## src/rtl/mem_access_unit.sv

```systemverilog
// mem_access_unit: MEM-stage load/store unit between the pipeline and a word-only, multi-cycle data memory.
// Latency (memory latency L): LW/LH/LB/SW respond in cycle L+3, SH/SB (read-modify-write) in cycle 2L+5.
// Backpressure: o_stall follows i_req_valid in every state except DONE; memory requests wait for mem_status==00.
//
// Optional feature macro: LSU_MISALIGN_CHECK_EN
//   defined   -> misaligned LW/SW (addr[1:0]!=0) and LH/LHU/SH (addr[0]!=0) complete in cycle 1 with
//                o_resp_err=1 and no memory access.
//   undefined -> low address bits are ignored for word ops, halfword ops use addr[1] only;
//                o_resp_err reports timeout only.
//
// Ports:
//   i_clk, i_reset            clock, synchronous active-high reset
//   i_req_valid/op/addr/wdata MEM-stage request (held stable while o_stall=1)
//   o_stall                   freeze the pipeline
//   o_resp_valid/data/err     one-cycle completion pulse, extended load data, timeout/misalign error
//   o_mem_valid/addr/we/wdata request to memory (word-aligned address)
//   i_mem_rdata, i_mem_status read word and status (00 ready, 01 busy, 10 done)
module mem_access_unit #(
    parameter int unsigned TIMEOUT_CYCLES = 255
) (
    input  logic        i_clk,
    input  logic        i_reset,
    input  logic        i_req_valid,
    input  logic [2:0]  i_req_op,
    input  logic [31:0] i_req_addr,
    input  logic [31:0] i_req_wdata,
    output logic        o_stall,
    output logic        o_resp_valid,
    output logic [31:0] o_resp_data,
    output logic        o_resp_err,
    output logic        o_mem_valid,
    output logic [31:0] o_mem_addr,
    output logic        o_mem_we,
    output logic [31:0] o_mem_wdata,
    input  logic [31:0] i_mem_rdata,
    input  logic [1:0]  i_mem_status
);

    localparam logic [2:0] OP_LW  = 3'b000;
    localparam logic [2:0] OP_LH  = 3'b001;
    localparam logic [2:0] OP_LHU = 3'b010;
    localparam logic [2:0] OP_LB  = 3'b011;
    localparam logic [2:0] OP_LBU = 3'b100;
    localparam logic [2:0] OP_SW  = 3'b101;
    localparam logic [2:0] OP_SH  = 3'b110;
    localparam logic [2:0] OP_SB  = 3'b111;

    localparam logic [1:0] MST_READY = 2'b00;
    localparam logic [1:0] MST_DONE  = 2'b10;

    localparam logic [7:0] TIMEOUT_LIM = TIMEOUT_CYCLES[7:0];

    typedef enum logic [2:0] {
        S_IDLE,
        S_ISSUE_R,
        S_WAIT_R,
        S_ISSUE_W,
        S_WAIT_W,
        S_DONE
    } state_e;

    state_e      r_state;
    state_e      w_state_next;
    logic [2:0]  r_op;
    logic [31:0] r_addr;
    logic [31:0] r_wbuf;
    logic [31:0] r_resp_data;
    logic        r_resp_err;
    logic [7:0]  r_cnt;

    logic        w_req_misalign;
    logic        w_is_load;
    logic        w_mem_done;
    logic        w_timeout;
    logic        w_mem_valid;
    logic [7:0]  w_cnt_inc;
    logic [15:0] w_half;
    logic [7:0]  w_byte;
    logic [31:0] w_load_data;
    logic [31:0] w_merge;

`ifdef LSU_MISALIGN_CHECK_EN
    always_comb begin
        w_req_misalign = 1'b0;
        case (i_req_op)
            OP_LW, OP_SW:         w_req_misalign = (i_req_addr[1:0] != 2'b00);
            OP_LH, OP_LHU, OP_SH: w_req_misalign = i_req_addr[0];
            default:              w_req_misalign = 1'b0;
        endcase
    end
`else
    assign w_req_misalign = 1'b0;
`endif

    assign w_is_load  = (r_op != OP_SW) && (r_op != OP_SH) && (r_op != OP_SB);
    assign w_mem_done = (i_mem_status == MST_DONE);
    assign w_cnt_inc  = r_cnt + 8'd1;
    // Counter starts at 0 on WAIT entry, so the TIMEOUT_CYCLES-th WAIT cycle is the last one.
    assign w_timeout  = (w_cnt_inc == TIMEOUT_LIM);

    // Lane extraction for loads and lane merge for sub-word stores (little-endian lanes).
    always_comb begin
        w_half      = r_addr[1] ? i_mem_rdata[31:16] : i_mem_rdata[15:0];
        w_byte      = i_mem_rdata[7:0];
        w_load_data = '0;
        w_merge     = i_mem_rdata;

        case (r_addr[1:0])
            2'd0:    w_byte = i_mem_rdata[7:0];
            2'd1:    w_byte = i_mem_rdata[15:8];
            2'd2:    w_byte = i_mem_rdata[23:16];
            default: w_byte = i_mem_rdata[31:24];
        endcase

        case (r_op)
            OP_LW:   w_load_data = i_mem_rdata;
            OP_LH:   w_load_data = {{16{w_half[15]}}, w_half};
            OP_LHU:  w_load_data = {16'd0, w_half};
            OP_LB:   w_load_data = {{24{w_byte[7]}}, w_byte};
            OP_LBU:  w_load_data = {24'd0, w_byte};
            default: w_load_data = '0;
        endcase

        // r_wbuf still holds the raw store data while the read half of RMW is in flight.
        if (r_op == OP_SH) begin
            if (r_addr[1]) begin
                w_merge[31:16] = r_wbuf[15:0];
            end else begin
                w_merge[15:0] = r_wbuf[15:0];
            end
        end else begin
            case (r_addr[1:0])
                2'd0:    w_merge[7:0]   = r_wbuf[7:0];
                2'd1:    w_merge[15:8]  = r_wbuf[7:0];
                2'd2:    w_merge[23:16] = r_wbuf[7:0];
                default: w_merge[31:24] = r_wbuf[7:0];
            endcase
        end
    end

    // FSM state register
    always_ff @(posedge i_clk) begin
        if (i_reset) begin
            r_state <= S_IDLE;
        end else begin
            r_state <= w_state_next;
        end
    end

    // FSM next-state and memory request strobe
    always_comb begin
        w_state_next = r_state;
        w_mem_valid  = 1'b0;
        case (r_state)
            S_IDLE: begin
                if (i_req_valid) begin
                    if (w_req_misalign) begin
                        w_state_next = S_DONE;
                    end else if (i_req_op == OP_SW) begin
                        w_state_next = S_ISSUE_W;
                    end else begin
                        w_state_next = S_ISSUE_R;
                    end
                end
            end
            S_ISSUE_R: begin
                w_mem_valid = (i_mem_status == MST_READY);
                if (w_mem_valid) begin
                    w_state_next = S_WAIT_R;
                end
            end
            S_WAIT_R: begin
                if (w_mem_done) begin
                    w_state_next = w_is_load ? S_DONE : S_ISSUE_W;
                end else if (w_timeout) begin
                    w_state_next = S_DONE;
                end
            end
            S_ISSUE_W: begin
                w_mem_valid = (i_mem_status == MST_READY);
                if (w_mem_valid) begin
                    w_state_next = S_WAIT_W;
                end
            end
            S_WAIT_W: begin
                if (w_mem_done || w_timeout) begin
                    w_state_next = S_DONE;
                end
            end
            S_DONE: begin
                w_state_next = S_IDLE;
            end
            default: begin
                w_state_next = S_IDLE;
            end
        endcase
    end

    // Request latch, word buffer, response registers and timeout counter
    always_ff @(posedge i_clk) begin
        if (i_reset) begin
            r_op        <= OP_LW;
            r_addr      <= '0;
            r_wbuf      <= '0;
            r_resp_data <= '0;
            r_resp_err  <= 1'b0;
            r_cnt       <= '0;
        end else begin
            case (r_state)
                S_IDLE: begin
                    if (i_req_valid) begin
                        r_op        <= i_req_op;
                        r_addr      <= i_req_addr;
                        r_wbuf      <= i_req_wdata;
                        r_resp_data <= '0;
                        r_resp_err  <= w_req_misalign;
                    end
                end
                S_ISSUE_R, S_ISSUE_W: begin
                    if (w_mem_valid) begin
                        r_cnt <= '0;
                    end
                end
                S_WAIT_R, S_WAIT_W: begin
                    if (w_mem_done) begin
                        if (r_state == S_WAIT_R) begin
                            if (w_is_load) begin
                                r_resp_data <= w_load_data;
                            end else begin
                                r_wbuf <= w_merge;
                            end
                        end
                    end else if (w_timeout) begin
                        r_resp_err <= 1'b1;
                    end else begin
                        r_cnt <= w_cnt_inc;
                    end
                end
                default: begin
                end
            endcase
        end
    end

    assign o_stall      = i_req_valid && (r_state != S_DONE);
    assign o_resp_valid = (r_state == S_DONE);
    assign o_resp_data  = r_resp_data;
    assign o_resp_err   = r_resp_err;
    assign o_mem_valid  = w_mem_valid;
    assign o_mem_addr   = {r_addr[31:2], 2'b00};
    assign o_mem_we     = (r_state == S_ISSUE_W) || (r_state == S_WAIT_W);
    assign o_mem_wdata  = r_wbuf;

endmodule

```

## config.mk

```make
export PLATFORM = sky130hd
export DESIGN_NAME = mem_access_unit
export DESIGN_NICKNAME = d
export VERILOG_FILES = /design/src/rtl/mem_access_unit.sv
export SDC_FILE = /design/constraint.sdc
export NUM_CORES = 1
export LEC_CHECK = 0
export BUFFER_PORTS_ARGS = -buffer_cell sky130_fd_sc_hd__buf_2
export CAP_MARGIN = 20
export CORE_MARGIN = 3
export CORE_UTILIZATION = 50
export CTS_CLUSTER_SIZE = 20
export DETAILED_ROUTE_END_ITERATION = 10
export GPL_TIMING_DRIVEN = 1
export PLACE_DENSITY = 0.8
export SYNTH_ARGS = -nofsm -noshare
export SYNTH_HDL_FRONTEND = slang
export SYNTH_SLANG_ARGS = --single-unit
```

## constraint.sdc

```tcl
create_clock -name i_clk -period 2.3 [get_ports i_clk]
set_input_delay 0.345 -clock i_clk [delete_from_list [all_inputs] [get_ports i_clk]]
set_output_delay 0.345 -clock i_clk [all_outputs]
set_load 0.03 [all_outputs]
```

==> results by group, run 1 <==
Run status
  – Status: complete, no violations

Timing
  – Worst hold slack: 228 ps
  – Final WS setup: 192 ps
  – Slew @ Worst Pin: 944 ps
  – Final Hold Violating Endpoints: 0
  – Max frequency: 0.474 GHz
  – Crit share post-route: 91.7%
  – RSZ-0062 raised after global routing: no
  – Normalized max-slew margin: 36.8%
  – Setup TNS: 0 ps
  – Min Tclk post-route: 2110 ps
  – Max Transition Viols Final: 0
  – Final setup fails: 0
  – Clock Skew: 13.9 ps

Die
  – Chip Width: 113 um
  – Row count: 38
  – Core area: 11000 sq um
  – Starting Density: 52.0%
  – Die ar.: 12700 sq um
  – Die Ht: 113 um
  – Top Ports: 205

Layout
  – Most common cell after layout, fill and taps aside: buf_2
  – Nets: 953
  – Fill cell count: 974
  – Design Area, Final: 6950 sq um
  – Cell Count, Final, Fillers Out: 993
  – Layout cells sized above 1: 32.2%
  – Most frequent cells in the layout: buf_2 (202), nand2_1 (130), dfxtp_1 (111)
  – Area growth from synthesis to layout: 21.7%
  – Final core utilization: 63.3%

Hold path
  – HP Class: in2reg
  – Hold path cells: 3

Logic synthesis
  – Synth Warn #: 0
  – Distinct cells, synth: 64
  – Cell Area, Synth: 5720 sq um
  – Syn_area_per_cell: 8.32 sq um
  – Post-synth EDFFs: 0
  – Seq/Total Area, Yosys: 38.9%
  – Ys flop type: dfxtp_1
  – Fraction of registers with async set/reset: 0%
  – Cells after Synth: 687
  – Flops & latches, synth: 111

Placed design
  – GPL Wtd Cong: 1.01
  – Cell total after placement: 974
  – PortBufs: 202
  – Pre-CTS setup slack: 45.8 ps
  – Area post-placement: 6630 sq um
  – HPWL after detailed placement: 12900 um

Worst setup path
  – Crit. Startpoint: r_addr[1]
  – Worst Setup EP: o_resp_data[0]
  – Reg2Reg Depth: 5
  – Crit path max fanout: 15
  – Crit. End Element: flip-flop
  – Crit path max-delay family: simple AND/OR/NAND/NOR gates
  – R2r endpoint: o_resp_data[0]
  – CP max stage delay: 720 ps
  – Crit path cell chain: buf_4 -> maj3_1 -> nor2_1 -> a221oi_1 -> o2bb2ai_1
  – Worst path required time: 2580 ps
  – R2R Setup Slk: 190 ps
  – Crit start category: flip-flop
  – Levels on crit path: 5
  – Worst Path Buf+Inv: 1
  – CP Data Arrival Time: 2380 ps
  – Slowest cell on the critical path: nor2_1
  – Crit path kind: reg2reg
  – Worst flop-to-flop path startpoint: r_addr[1]

Global routing
  – Antenna violations before repair: 1
  – Grt ovf: 0
  – First-pass GRT wire length: 27000 um
  – Largest net degree at the start of global routing: 42
  – Vias in the first global route: 5346
  – GRT Overall Usage: 26.2%

CTS
  – TritonCTS buffer count: 9
  – CTS Hold Bufs: 0
  – Maximum clock path buffer count: 2
  – H-tree depth: 3
  – Post-CTS sizing: 0
  – CTS root buf: clkbuf_16
  – Sink Count: 111
  – Worst-Skew Late Latency: 350 ps
  – Clk slew on worst S/H paths: 80 ps
  – CTS tree: yes
  – Setup bufs post-CTS: 0

Route
  – Initial detailed-routing violation count: 582
  – Vias per inst: 5.81
  – Final wirelength: 17200 um
  – Post-detailed-route count of antenna-violating nets: 0
  – Wire per inst: 17.3 um
  – DRC Markers: 0
  – DR vias: 5766
  – Pre-Repair DR Iteration Count: 5

Power
  – Power per cell area: 1130 nW/um^2
  – Leakage power figure: 3.03 nW
  – Total power: 7.87 mW
  – Peak supply drop: 0.772 mV

Flow run
  – # Max-Cap Violations: 0
-- sequential cells by signal, summed over array words and instances, names as in the netlist --
name / flops
o_mem_wdata: 32
o_resp_err: 1
o_resp_data: 32
r_op: 3
r_state: 3
r_addr: 32
r_cnt: 8
-- worst min-delay path, stage by stage --
cell     delay (ps)
buf_2           100
nand2_1          50
a21oi_1          50
-- cell usage after synthesis, types with 3 or more instances --
cell type,count,area [sq um]
a311oi_1,15,131
or3_1,4,25.0
clkbuf_1,30,113
nor3b_1,3,22.5
nor3_1,7,35.0
nand2_1,130,488
buf_2,13,65.1
a21oi_1,75,375
dfxtp_1,111,2220
a21o_1,3,22.5
xnor2_1,3,26.3
a211o_1,10,87.6
nand3b_1,5,37.5
inv_1,4,15.0
and2_1,17,106
buf_6,3,33.8
o21ai_0,35,175
nor2_1,46,173
nand2b_1,5,31.3
o2bb2ai_1,17,149
mux4_2,7,158
buf_4,32,240
mux2i_1,19,190
nor2b_1,11,68.8
o221a_2,7,78.8
a221oi_1,15,131
a22o_1,8,70.1
nand3_1,5,25.0
nor4_1,5,31.3
-- per-layer routing --
layer,global-route usage [%],wire (um)
met1,34.5,6840
met2,40.8,7770
met3,5.88,1890
met4,12.6,709
met5,0,0
-- cell families (layout without fill, tap and decap cells) --
family          after synthesis  in the layout  share of synthesized area [%]
simple gates                251            251                           20.2
compound gates              204            204                           24.7
flops                       111            111                           38.9
buf+inv                      85            248                           8.54
mux                          28             28                           6.48
xor+xnor                      4              4                          0.613
fa+ha+maj                     3              3                          0.613
other cells                   1              4                         0.0656
-- how the worst min path moves through the flow --
stage,to,slack [ps],from
after floorplan,r_addr[10],440,r_addr[10]
after detailed placement,o_resp_data[11],440,o_resp_data[11]
after global placement,r_addr[19],440,r_addr[19]
final,r_addr[4],230,i_req_addr[4]
after CTS,r_addr[22],220,i_req_addr[22]
after global routing,r_addr[4],230,i_req_addr[4]
-- report_power, final --
| part | switching [mW] | internal, mW |
|---|---|---|
| sequential | 0.393 | 2.35 |
| clock | 0.755 | 0.860 |
| combinational | 2.29 | 1.23 |
-- area by class of cell --
class	instances	area (sq um)	share of cell area [%]
antenna	2	5.00	0.0720
inverter	4	15.0	0.216
tap	140	175	2.52
clock inverter	6	76.3	1.10
sequential	111	2220	32.0
clock buffer	9	225	3.24
multi-input combinational	492	3020	43.5
timing repair buffer	229	1210	17.5
No activity file was read; power rests on OpenSTA's default activity.
==> run 2, diff against run 1 <==
Settings changed: CORE_MARGIN 3 to unset.
==> run 2 against run 1 <==
Compared with the run above: global-route usage up 2.4 points; clock skew down 3.3 ps; fmax down 2.0%; non-clock buffer count up 2; sequential share of layout area down 0.075 points; routed wire length down 1.4%; largest power group unchanged; largest cell class unchanged; worst setup slack worse by 44 ps.
==> results by group, run 2 (same netlist as run 1, synthesis figures left out) <==
Layout
  – Cell Count, Final, Fillers Out: 994 (+0.10%)
  – Most frequent cells in the layout: buf_2 (202), nand2_1 (130), dfxtp_1 (111)
  – Nets: 955 (+0.21%)
  – Area growth from synthesis to layout: 22.0%
  – Most common cell after layout, fill and taps aside: buf_2
  – Layout cells sized above 1: 32.6% (+0.39 points)

Timing
  – Max frequency: 0.465 GHz (-2.0%)
  – Final setup fails: 0 (unchanged)
  – Normalized max-slew margin: 22.7% (-14 points)
  – Clock Skew: 10.6 ps (-3.28 ps)
  – Worst hold slack: 225 ps (-2.95 ps)
  – Max Transition Viols Final: 0 (unchanged)
  – Crit share post-route: 93.6% (+1.9 points)
  – Slew @ Worst Pin: 1160 ps (+213 ps)
  – Setup TNS: 0 ps (unchanged)
  – Min Tclk post-route: 2150 ps (+43.5 ps)
  – Final Hold Violating Endpoints: 0 (unchanged)
  – RSZ-0062 raised after global routing: no

Power
  – Leakage power figure: 3.03 nW (+0.18%)
  – Total power: 7.90 mW (+0.40%)
  – Peak supply drop: 0.739 mV (-4.3%)
  – Power per cell area: 1130 nW/um^2 (+0.16%)

Worst setup path
  – Slowest cell on the critical path: nor2b_1
  – CP Data Arrival Time: 2420 ps (+40 ps)
  – R2r endpoint: o_resp_data[4]
  – Crit start category: flip-flop
  – Worst flop-to-flop path startpoint: r_state[1]
  – CP max stage delay: 910 ps (+190 ps)
  – R2R Setup Slk: 150 ps (-40 ps)
  – Crit. End Element: flip-flop
  – Worst path required time: 2570 ps (about the same)
  – Crit path max fanout: 15 (unchanged)
  – Crit path cell chain: nand2b_1 -> a211o_1 -> nor2b_1 -> o2bb2ai_1
  – Reg2Reg Depth: 4 (-1)
  – Crit path kind: reg2reg

Route
  – DR vias: 5738 (-0.49%)
  – Vias per inst: 5.77 (-0.59%)
  – Final wirelength: 17000 um (-1.4%)
  – DRC Markers: 0 (unchanged)
  – Wire per inst: 17.1 um (-1.5%)
  – Pre-Repair DR Iteration Count: 4 (-1)
  – Post-detailed-route count of antenna-violating nets: 0 (unchanged)
  – Initial detailed-routing violation count: 471 (-19%)

CTS
  – Worst-Skew Late Latency: 350 ps (about the same)
  – Setup bufs post-CTS: 0 (unchanged)
  – CTS tree: yes
  – Clk slew on worst S/H paths: 80 ps (about the same)
  – TritonCTS buffer count: 9 (unchanged)
  – Maximum clock path buffer count: 2 (unchanged)
  – H-tree depth: 3 (unchanged)
  – CTS root buf: clkbuf_16
  – Sink Count: 111 (unchanged)

Run status
  – Status: complete, no violations

Hold path
  – Hold Path End: r_addr[4]
  – Hold path cells: 3 (unchanged)
  – Hold Startpoint: i_req_addr[4]
  – HP Class: in2reg

Die
  – Top Ports: 205 (unchanged)
  – Row count: 38 (unchanged)
  – Die ar.: 11900 sq um (-7.0%)
  – Starting Density: 52.0% (unchanged)
  – Chip Width: 109 um (-3.5%)
  – Core area: 11000 sq um (unchanged)
  – Die Ht: 109 um (-3.5%)

Global routing
  – Antenna violations before repair: 0 (-1)
  – GRT Overall Usage: 28.6% (+2.4 points)
  – Vias in the first global route: 5109 (-4.4%)
  – Grt ovf: 0 (unchanged)
  – First-pass GRT wire length: 26000 um (-3.9%)
  – Largest net degree at the start of global routing: 31 (-26%)

Flow run
  – # Max-Cap Violations: 0 (unchanged)

Placed design
  – GPL Wtd Cong: 0.920 (-8.7%)
  – Cell total after placement: 977 (+0.31%)
  – PortBufs: 202 (unchanged)
  – HPWL after detailed placement: 12600 um (-2.3%)
-- run 2: changes by cell type in the layout (fill, tap and decap cells not counted) --
cell / delta
nor2_1: -2
buf_4: +2
nor2_2: +2
inv_6: +1
clkinv_4: -2
clkinvlp_4: +1
diode_2: -1
-- run 2: what timing repair did --
action,in CTS,in global routing
endpoints found under the setup margin,0,14
gates resized for setup,0,2
hold buffers,0,0
-- run 2: cell type report --
type | instances | area, sq um
multi-input cells | 492 | 3030
well taps | 140 | 175
diodes | 1 | 2.50
repair buffers | 231 | 1230
clock inverters | 6 | 75.1
clock buffers | 9 | 225
inverters | 4 | 15.0
fillers | 991 | 4010
flip-flops and latches | 111 | 2220
-- run 2: worst max path at each step --
stage | start | endpoint | slack, ps | depth (start not counted)
floorplan | r_state[0] | o_stall | 240 | 4
global placement | r_addr[1] | o_resp_data[26] | 110 | 5
detailed placement | r_addr[1] | o_resp_data[25] | 40 | 5
CTS | r_addr[1] | o_resp_data[24] | 40 | 5
global route | r_state[1] | o_resp_data[3] | 40 | 4
finish | r_state[1] | o_resp_data[4] | 150 | 4
-- run 2: where the power goes --
group	internal, mW	leakage (nW)	switching, mW
logic	1.24	1.98	2.32
clock network	0.860	0.145	0.752
registers	2.35	0.906	0.385
total	4.45	3.03	3.46
-- run 2: worst max-delay path, delay by kind of cell (launching register included) --
kind | cells | cell delay [ps]
AOI/OAI and AO/OA | 2 | 360
DFF | 1 | 590
and+or+nand+nor | 2 | 1120
-- run 2: metal layers --
layer / GRT usage [%] / vias to the layer above / routed length [um]
li1: - / 2745 / -
met1: 37.0 / 2655 / 7050
met2: 47.2 / 305 / 7880
met3: 5.86 / 33 / 1620
met4: 10.0 / 0 / 425
met5: 0 / - / 0
-- run 2: through the flow --
stage,worst slack (ps),area [sq um],utilization [%]
6_report,148,6970,63.5
4_1_cts,41.2,6960,63.3
5_1_grt,44.1,6970,63.4
3_3_place_gp,111,6650,60.5
3_5_place_dp,38.5,6660,60.6
2_1_floorplan,236,5720,-
